$ cat src/rtl/booth_seq_mul.sv
// booth_seq_mul: iterative radix-4 Booth multiplier, one Booth digit per cycle, valid/ready on both sides
module booth_pp #(
  parameter int W    = 16,
  parameter int PIPE = 0
) (
  input  logic         clk,
  input  logic         rst,
  input  logic [2:0]   digit,
  input  logic [W-1:0] y,
  output logic [W:0]   pp,
  output logic         cpl
);
  logic [W:0] mag, pp_c;
  always_comb begin
    mag  = (digit == 3'b011 || digit == 3'b100) ? {y, 1'b0} :
           (digit == 3'b000 || digit == 3'b111) ? '0 : {y[W-1], y};
    pp_c = digit[2] ? ~mag : mag;
  end
  if (PIPE != 0) begin : g_pipe
    always_ff @(posedge clk or posedge rst)
      if (rst) begin
        pp  <= '0;
        cpl <= 1'b0;
      end else begin
        pp  <= pp_c;
        cpl <= digit[2];
      end
  end else begin : g_comb
    assign pp  = pp_c;
    assign cpl = digit[2];
  end
endmodule

module booth_seq_mul #(
  parameter int W       = 16,
  parameter int PP_PIPE = 0
) (
  input  logic           clk,
  input  logic           rst,
  input  logic           in_valid,
  output logic           in_ready,
  input  logic [W-1:0]   a,
  input  logic [W-1:0]   b,
  output logic           out_valid,
  input  logic           out_ready,
  output logic [2*W-1:0] product,
  output logic           busy
);
  localparam int CW   = $clog2(W/2 + 1) + 1;
  localparam int LAST = W/2 - 1 + PP_PIPE;
  typedef enum logic [1:0] {IDLE, RUN, DONE} state_t;
  state_t         state;
  logic [W:0]     a_sh;
  logic [W-1:0]   b_reg;
  logic [CW-1:0]  cnt, k;
  logic [2*W-1:0] acc, pp_ext, term;
  logic [W:0]     pp;
  logic           cpl, consume;
  booth_pp #(.W(W), .PIPE(PP_PIPE)) u_pp (
    .clk(clk), .rst(rst), .digit(a_sh[2:0]), .y(b_reg), .pp(pp), .cpl(cpl)
  );
  // with a registered pp stage the consumed digit trails the issued one by a cycle
  always_comb begin
    k       = cnt - CW'(PP_PIPE);
    consume = (PP_PIPE == 0) || (cnt != '0);
    pp_ext  = {{(W-1){pp[W]}}, pp};
    term    = (pp_ext + {{(2*W-1){1'b0}}, cpl}) << {k, 1'b0};
  end
  assign product = acc;
  always_ff @(posedge clk or posedge rst)
    if (rst) begin
      state     <= IDLE;
      in_ready  <= 1'b1;
      out_valid <= 1'b0;
      busy      <= 1'b0;
      acc       <= '0;
      cnt       <= '0;
      a_sh      <= '0;
      b_reg     <= '0;
    end else begin
      case (state)
        IDLE: if (in_valid) begin
          a_sh     <= {a, 1'b0};
          b_reg    <= b;
          acc      <= '0;
          cnt      <= '0;
          state    <= RUN;
          in_ready <= 1'b0;
          busy     <= 1'b1;
        end
        RUN: begin
          a_sh <= a_sh >> 2;
          cnt  <= cnt + 1'b1;
          if (consume) acc <= acc + term;
          if (cnt == CW'(LAST)) begin
            state     <= DONE;
            out_valid <= 1'b1;
          end
        end
        DONE: if (out_ready) begin
          state     <= IDLE;
          out_valid <= 1'b0;
          in_ready  <= 1'b1;
          busy      <= 1'b0;
        end
        default: state <= IDLE;
      endcase
    end
endmodule

$ cat config.mk
export PLATFORM = sky130hd
export DESIGN_NAME = booth_seq_mul
export DESIGN_NICKNAME = d
export VERILOG_FILES = /design/src/rtl/booth_seq_mul.sv
export SDC_FILE = /design/constraint.sdc
export NUM_CORES = 1
export LEC_CHECK = 0
export ABC_AREA = 1
export CAP_MARGIN = 10
export CORE_AREA = 2 2 105 107
export DETAILED_ROUTE_END_ITERATION = 10
export DIE_AREA = 0 0 107 109
export PLACE_DENSITY = 0.95
export SYNTH_ARGS = -nofsm -noshare
export SYNTH_HDL_FRONTEND = slang
export SYNTH_HIERARCHICAL = 1
export SYNTH_SLANG_ARGS = --single-unit
$ cat constraint.sdc
create_clock -name clk -period 7.42 [get_ports clk]
set_input_delay 2.226 -clock clk [delete_from_list [all_inputs] [get_ports clk]]
set_output_delay 2.226 -clock clk [all_outputs]
set_load 0.05 [all_outputs]
After elaboration in Yosys (flattened, before gate mapping)

Index checks and enable logic that the tools add are counted.

Register bits: 75
Input bits: 36
Output and inout port bits: 35
Word-level logic and storage cells: 55

Add/subtract/negate cells: 3
Bitwise operators: 1
Eq/ne operators: 9
Reduce and logical (&&, ||, !) cells: 12
Shift-type cells: 1
Mux-type cells: 21

Operators with widths:

| kind                | number |
|---|---|
| $mux 17             | 4 |
| $pmux 32 s2         | 1 |
| $pmux 17 s2         | 1 |
| $add 32x32->32      | 1 |
| $mux 32             | 1 |
| $shl 32x6->32       | 1 |
| $add 17x2->18       | 1 |
| $not 17->17         | 1 |
| $pmux 5 s2          | 1 |
| $reduce_and 3->1    | 3 |
| $eq 3x3->1 const B  | 2 |
| $mux 2              | 3 |
| $ne 2x2->1 const B  | 3 |
| $pmux 1 s2          | 3 |
| $pmux 2 s3          | 1 |
| $reduce_bool 2->1   | 3 |
| $add 5x1->5 const B | 1 |
| $eq 5x3->1 const B  | 1 |
| $mux 1              | 5 |
| $mux 5              | 1 |
| $reduce_and 2->1    | 2 |
| $eq 3x2->1 const B  | 1 |
| $logic_not 3->1     | 1 |
| $eq 2x1->1 const B  | 1 |
| other kinds (3)     | 4 |

Depth between registers and ports, before layout

Gate-level depths: netlist of run 1.

Depth in word-level cells: 10
Depth in mapped cells: 36
Gate-level depth less buffers: 35

Cells and area by module

Netlist of run 1, hierarchy kept.

Modules (own cells, without submodules):

| module        | times used | cells an instance | area an instance (um^2) | seq. area each (um^2) |
|---|---|---|---|---|
| booth_seq_mul | 1          | 876               | 5859.4                  | 1878.1 |
| booth_pp      | 1          | 109               | 499.2                   | 0.0 |

Least setup slack after synthesis of run 1

OpenSTA, ideal clock, no wires.

Kind: flip-flop to flip-flop
From: register a_sh[1]
To: register acc[23], in the netlist product[23]
Slack: 3.491 ns
Data required time: 7.344 ns
Cell stages (with the launch flop): 33
Period minus slack after synthesis: 3.929 ns
Buffers on the path: 1
Library setup time: 0.076 ns
Arrival time: 3.853 ns
Cell sequence: dfrtp_1 -> nand2_1 -> inv_1 -> nor2_4 -> buf_6 -> nand2_1 -> xor2_1 -> ha_1 -> ha_1 -> nand2_1 -> nor2_2 -> nand2_1 -> inv_2 -> or2_1 -> inv_2 -> nand2_1 -> o21ai_2 -> nor2_1 -> a31oi_2 -> nand2_1 -> nor2_1 -> ha_1 -> a21oi_1 -> o21ai_0 -> a21oi_1 -> nand2_1 -> a21oi_2 -> inv_1 -> nand3_1 -> nand2_1 -> nand2_1 -> nand2_1 -> o21ai_1

Cells in the longest elaborated chain, start to end: 10
Elaborated cells between the ends (all ways): 14
Those cells by class: add/sub (2); eq/ne (3); shift (1); mux (4); bitwise (1); reduce/logical (3)

Ends and longest elaborated chain:

| item                                                 | RTL line | RTL |
|---|---|---|
| from (decl)                                          | 53       | `logic [W:0] a_sh;` |
| from (signal assigned)                               | 83       | `a_sh <= {a, 1'b0};` |
| from (signal assigned)                               | 92       | `a_sh <= a_sh >> 2;` |
| $eq 3x3->1 / $logic_not 3->1 (equally long branches) | 16       | `(digit == 3'b000 \|\| digit == 3'b111) ? '0 : {y[W-1], y};` |
| $logic_or 1x1->1                                     | 16       |  |
| $mux 17                                              | 16       |  |
| $mux 17 (*)                                          | 15       | `mag = (digit == 3'b011 \|\| digit == 3'b100) ? {y, 1'b0} :` |
| $not 17->17                                          | 17       | `pp_c = digit[2] ? ~mag : mag;` |
| $mux 17 (*)                                          | 17       |  |
| via pp[0]                                            | 57       | `logic [W:0] pp;` |
| $add 17x2->18 (*)                                    | 67       | `term = (pp_ext + {{(2*W-1){1'b0}}, cpl}) << {k, 1'b0};` |
| $shl 32x6->32 (*)                                    | 67       |  |
| $add 32x32->32 (*)                                   | 94       | `if (consume) acc <= acc + term;` |
| $pmux 32 s2 (*)                                      | 81       | `case (state)` |
| to (signal assigned)                                 | 94       |  |
| to (decl)                                            | 56       | `logic [2*W-1:0] acc, pp_ext, term;` |

Mark *: on every way through the listed nets, which the timed path passes. The rest lies on a longest branch.
A chain may end at the register's enable or synchronous reset.

Worst setup path in the final report of run 1

From: register a_sh[2]
To: register acc[19], in the netlist product[19]

Cells in the longest elaborated chain, start to end: 10
Elaborated cells between the ends (all ways): 14
Those cells by class: add/sub (2); eq/ne (3); shift (1); mux (4); bitwise (1); reduce/logical (3)

Ends and longest elaborated chain:

| item                                                 | RTL line |
|---|---|
| $eq 3x3->1 / $logic_not 3->1 (equally long branches) | 16 |
| $logic_or 1x1->1                                     | 16 |
| $mux 17                                              | 16 |
| $mux 17                                              | 15 |
| $not 17->17                                          | 17 |
| $mux 17 (*)                                          | 17 |
| via pp[1]                                            | 57 |
| $add 17x2->18 (*)                                    | 67 |
| $shl 32x6->32 (*)                                    | 67 |
| $add 32x32->32 (*)                                   | 94 |
| $pmux 32 s2 (*)                                      | 81 |

Marks and branches as above.

==> flow_summary.json, run 1 <==
{
  "area_delta_synth_final_pct": 14.4,
  "num_vias": 6969,
  "yosysTopAreaCell": "dfrtp_1",
  "grt_pass1_wl_um": 29900,
  "clock_skew_ns": 0.0186,
  "cp_slowest_stage_delay_ns": 0.79,
  "syn_nets": 1056,
  "grt_pass1_vias": 6285,
  "vias_per_cell": 5.92,
  "path_class": "flip-flop to flip-flop",
  "ys_ff_latch": 75,
  "path_max_fanout": 19,
  "yosysMostFrequentCell": "nand2_1",
  "ys_types": 52,
  "die_y_um": 109,
  "cp-start-kind": "flip-flop",
  "synth.top_cell.area_share_pct": 29.1,
  "antenna_found_initial": 0,
  "synth-edff-count": 0,
  "cp_top_family": "simple AND/OR/NAND/NOR gates",
  "ys_top_cells_by_area": "dfrtp_1 29%, nand2_1 19%, ha_1 6.7%, nand3_1 6.6%, nor2_1 5.7%",
  "maxSlewViolCount": 0,
  "timing.critical_path.buf_inv": 3,
  "hpwl_um": 13200,
  "synth_common_cells": "325 x nand2_1, 97 x nor2_1, 84 x nand3_1",
  "status": "finished, final reports clean",
  "max_cap_violations": 0,
  "cts_tree": "done",
  "clk_pin_slew_worst_paths_ns": 0.09,
  "period_needed_ns": 5.34,
  "post-cts-setup-buffer-count": 0,
  "dieArea_um2": 11700,
  "cp_common_cell": "nand2_1",
  "cts.repair.resized": 0,
  "end_kind": "flip-flop",
  "nets": 1104,
  "hold_viol": 0,
  "gp_congestion": 0.990,
  "drt_iter0_drc": 810,
  "io_buffers": 70,
  "syn_avg_cell_area_um2": 6.46,
  "start_util_pct": 60.0,
  "wl_per_cell_um": 15.2,
  "grt_usage_pct": 31.9,
  "cts_sinks": 75,
  "cts_made_buffers": 9,
  "setup_viol": 0,
  "seq_area_frac_synth_pct": 29.5,
  "fin_util_pct": 68.6,
  "timing.fmax_mhz": 187,
  "wl_um": 17900,
  "slew-limit-headroom_pct": 28.3,
  "rows": 38,
  "grt_max_degree": 76,
  "htree_levels": 3,
  "antenna_left": 0,
  "coreArea_um2": 10600,
  "cts_hold_buf": 0,
  "synth-main-ff-cell": "dfrtp_1",
  "async_reset_ff_share_pct": 100,
  "period_share_pct": 71.9,
  "hold_class": "flip-flop to flip-flop",
  "rsz0062_at_grt": "no",
  "clock_path_buffers": 2,
  "clk_latency_ns": 0.37,
  "post-route-drc-count": 0,
  "dr.pass1.iters": 8,
  "root_buffer": "clkbuf_8",
  "ys.warnings.count": 6,
  "num_io_pins": 71,
  "worst_slew_pin_slew_ns": 1.07,
  "synth_cells": 985,
  "required_ns": 7.68,
  "netlist_area_um2": 6360,
  "place_area_um2": 7080,
  "n_antenna_cell": 0,
  "largest_reg_flops": 32,
  "fin_area_um2": 7270,
  "fin_tns_setup_ns": 0,
  "drive_gt1_share_pct": 5.01,
  "grt.overflow.total": 0,
  "fp.dieW_um": 107,
  "crit_path_top_delay_cell": "dfrtp_1",
  "cp.arrival_ns": 5.59
}
==> cell usage in the layout (no fill, tap or decap), types with 20 or more instances in the layout <==
master and n:
dfrtp_1 74, nor2_1 96, inv_1 67, nand2_1 325, a21oi_1 65, ha_1 34
nand3_1 84, clkdlybuf4s50_1 70, o21ai_0 71, o22ai_1 20
==> per-stage QoR <==
| stage | setup WS, ns | hold WS (ns) | std cells |
|---|---|---|---|
| global placement | 2.11 | 0.446 | 1162 |
| global route | 1.74 | 0.516 | 1178 |
| floorplan | 3.29 | 0.429 | 985 |
| finish | 2.08 | 0.492 | 1178 |
| detailed placement | 1.96 | 0.469 | 1162 |
| CTS | 2.24 | 0.491 | 1178 |
==> final cells by class <==
| cell class | instances | area, um^2 |
|---|---|---|
| clock inverters | 6 | 53.8 |
| multi-input cells | 798 | 4020 |
| inverters | 76 | 288 |
| repair buffers | 73 | 723 |
| flip-flops and latches | 75 | 1880 |
| well taps | 140 | 175 |
| clock buffers | 10 | 138 |
| fillers | 903 | 3330 |
==> worst paths after layout <==
| check | from | end | slack, ns | cells after the start |
|---|---|---|---|---|
| worst min register to register | state[0] | state[1] | 0.49 | 1 |
| worst max-delay path | a_sh[2] | product[19] | 2.08 | 27 |
| worst min-delay path | state[0] | state[1] | 0.49 | 1 |
| max in group asynchronous | rst | product[29] | 4.35 | 3 |
| worst max register to register | a_sh[2] | product[19] | 2.08 | 27 |
| min in group asynchronous | rst | a_sh[10] | 2.46 | 3 |
==> layer usage <==
layer / global-route usage (%) / routed length, um
met3: 4.48 / 1470
met2: 51.7 / 8210
met5: 0 / 0
met4: 11.5 / 473
met1: 43.8 / 7780
==> cell families (layout without fill, tap and decap cells) <==
logic type / after synthesis / in the layout / synth area share (%)
DFF: 75 / 75 / 29.5
buffers and inverters: 112 / 165 / 7.30
and+or+nand+nor: 540 / 540 / 35.3
xor gates and xnor gates: 8 / 8 / 1.10
AOI/OAI and AO/OA: 215 / 215 / 19.8
adders and majority gates: 35 / 35 / 7.01
Power of run 1 is not shown: default switching activity piles up to over one toggle a cycle in this logic, so the estimate is an artifact.
==> run 2: changes to the inputs <==
--- a/config.mk
+++ b/config.mk
@@ -7,10 +7,10 @@
 export LEC_CHECK = 0
 export ABC_AREA = 1
 export CAP_MARGIN = 10
-export CORE_AREA = 2 2 105 107
+export CORE_AREA = 2 2 108 110
 export DETAILED_ROUTE_END_ITERATION = 10
-export DIE_AREA = 0 0 107 109
-export PLACE_DENSITY = 0.95
+export DIE_AREA = 0 0 110 112
+export PLACE_DENSITY = 0.92
 export SYNTH_ARGS = -nofsm -noshare
 export SYNTH_HDL_FRONTEND = slang
 export SYNTH_HIERARCHICAL = 1
==> constraint.sdc (replaced) <==
create_clock -name clk -period 5.35 [get_ports clk]
set_input_delay 1.605 -clock clk [delete_from_list [all_inputs] [get_ports clk]]
set_output_delay 1.605 -clock clk [all_outputs]
set_load 0.05 [all_outputs]
==> run 2 against run 1 <==
Compared with the run above: die area rose by 5.6%; first-iteration DRC count fell by 1.2%; count of clock-buffer cells in the layout did not move; sequential cell count did not move; routed wire length barely moved; cell count rose by 0.51%; largest cell class unchanged.
==> flow_summary.json, run 2 (synthesis results as in run 1) <==
{
  "timing.fmax_mhz": 204,
  "hpwl_um": 13300,
  "clock_skew_ns": 0.0120,
  "hold_end": "state[1]",
  "crit_path_top_delay_cell": "dfrtp_1",
  "post-cts-setup-buffer-count": 0,
  "htree_levels": 3,
  "worstReg2RegStart": "a_sh[0]",
  "post-route-drc-count": 0,
  "r2r_cells": 31,
  "gp_congestion": 1.01,
  "period_needed_ns": 4.91,
  "clk_latency_ns": 0.36,
  "num_io_pins": 71,
  "antenna_left": 0,
  "clk_pin_slew_worst_paths_ns": 0.07,
  "n_antenna_cell": 0,
  "cp.arrival_ns": 5.19,
  "required_ns": 5.63,
  "period_share_pct": 91.7,
  "coreArea_um2": 11200,
  "status": "finished, final reports clean",
  "root_buffer": "clkbuf_16",
  "setup_viol": 0,
  "start_util_pct": 56.9,
  "crit_cells": 31,
  "cp_common_cell": "nand2_1",
  "rows": 39,
  "worst_slew_pin_slew_ns": 1.05,
  "drive_gt1_share_pct": 5.28,
  "io_buffers": 70,
  "num_vias": 6853,
  "hold_depth": 1,
  "end_kind": "flip-flop",
  "reg2reg_slack_ns": 0.44,
  "hold_class": "flip-flop to flip-flop",
  "wl_per_cell_um": 15.1,
  "clock_path_buffers": 2,
  "cts_tree": "done",
  "cts_sinks": 75,
  "timing.critical_path.buf_inv": 4,
  "grt_pass1_vias": 6392,
  "cp_slowest_stage_delay_ns": 0.45,
  "dr.pass1.iters": 6,
  "nets": 1107,
  "largest_reg_flops": 32,
  "hold_viol": 0,
  "die_y_um": 112,
  "cp-start-kind": "flip-flop",
  "dieArea_um2": 12300,
  "slew-limit-headroom_pct": 29.8,
  "fp.dieW_um": 110,
  "drt_iter0_drc": 800,
  "hp-start": "state[0]",
  "final_cell_mix": "325 x nand2_1, 96 x nor2_1, 84 x nand3_1",
  "grt_max_degree": 41,
  "final_common_cell": "nand2_1",
  "fillers": 969,
  "grt_usage_pct": 31.3,
  "cp_top_family": "simple AND/OR/NAND/NOR gates",
  "vias_per_cell": 5.79,
  "cts_made_buffers": 9,
  "path_class": "flip-flop to flip-flop",
  "maxSlewViolCount": 0,
  "cts_hold_buf": 0,
  "grt.overflow.total": 0,
  "max_cap_violations": 0,
  "fin_tns_setup_ns": 0,
  "antenna_found_initial": 0,
  "area_delta_synth_final_pct": 16.4,
  "r2r_end": "product[23]",
  "path_max_fanout": 16,
  "wl_um": 17900,
  "grt_pass1_wl_um": 30600,
  "rsz0062_at_grt": "no"
}
-- run 2: cell count changes in the layout (fill, tap and decap cells not counted), sizes merged --
cell and delta:
clkinv +3, buf +3, inv -2, clkinvlp -1
-- run 2: final cells by class --
cell class	count	area [um^2]	area share [%]
clock buffers	10	229	3.09
clock inverters	6	48.8	0.660
inverters	76	288	3.89
multi-input cells	798	4030	54.5
flip-flops and latches	75	1880	25.4
well taps	143	179	2.42
repair buffers	76	746	10.1
-- run 2: what timing repair did --
action                                  CTS  global route
hold endpoints to repair                  0             0
resized for setup                         0             2
endpoints found under the setup margin    0             4
-- run 2: worst max path at each step --
stage	startpoint	end	slack, ns
after floorplan	a_sh[1]	product[23]	1.42
after global placement	a_sh[1]	product[25]	0.66
after detailed placement	a_sh[0]	product[23]	0.53
after CTS	a_sh[0]	product[19]	0.53
after global routing	a_sh[0]	product[23]	0.004
final	a_sh[0]	product[23]	0.44
-- run 2: layer usage --
layer / global-route usage, % / wire length (um) / up-vias
met5: 0 / 0 / -
met4: 11.1 / 460 / 0
met3: 5.97 / 1340 / 40
met2: 47.8 / 8160 / 283
met1: 44.0 / 7950 / 3135
li1: - / - / 3395
-- run 2: per-stage QoR --
step,setup slack [ns],hold slack (ns),instances,util [%],cell area (um^2)
finish,0.443,0.490,1184,66.2,7400
global route,0.00447,0.500,1184,66.2,7400
CTS,0.532,0.484,1184,66.1,7390
detailed placement,0.531,0.465,1168,63.6,7110
global placement,0.662,0.450,1168,63.6,7110
floorplan,1.42,0.429,985,-,6360
Power of run 2 is left out for the same reason.
==> run 3: changes to the inputs <==
--- a/config.mk
+++ b/config.mk
@@ -15,3 +15,4 @@
 export SYNTH_HDL_FRONTEND = slang
 export SYNTH_HIERARCHICAL = 1
 export SYNTH_SLANG_ARGS = --single-unit
+export TNS_END_PERCENT = 100
==> results of run 3 <==
Same layout as run 2: the final DEF is identical, and so are final timing and power.
Power of run 3 is left out for the same reason.
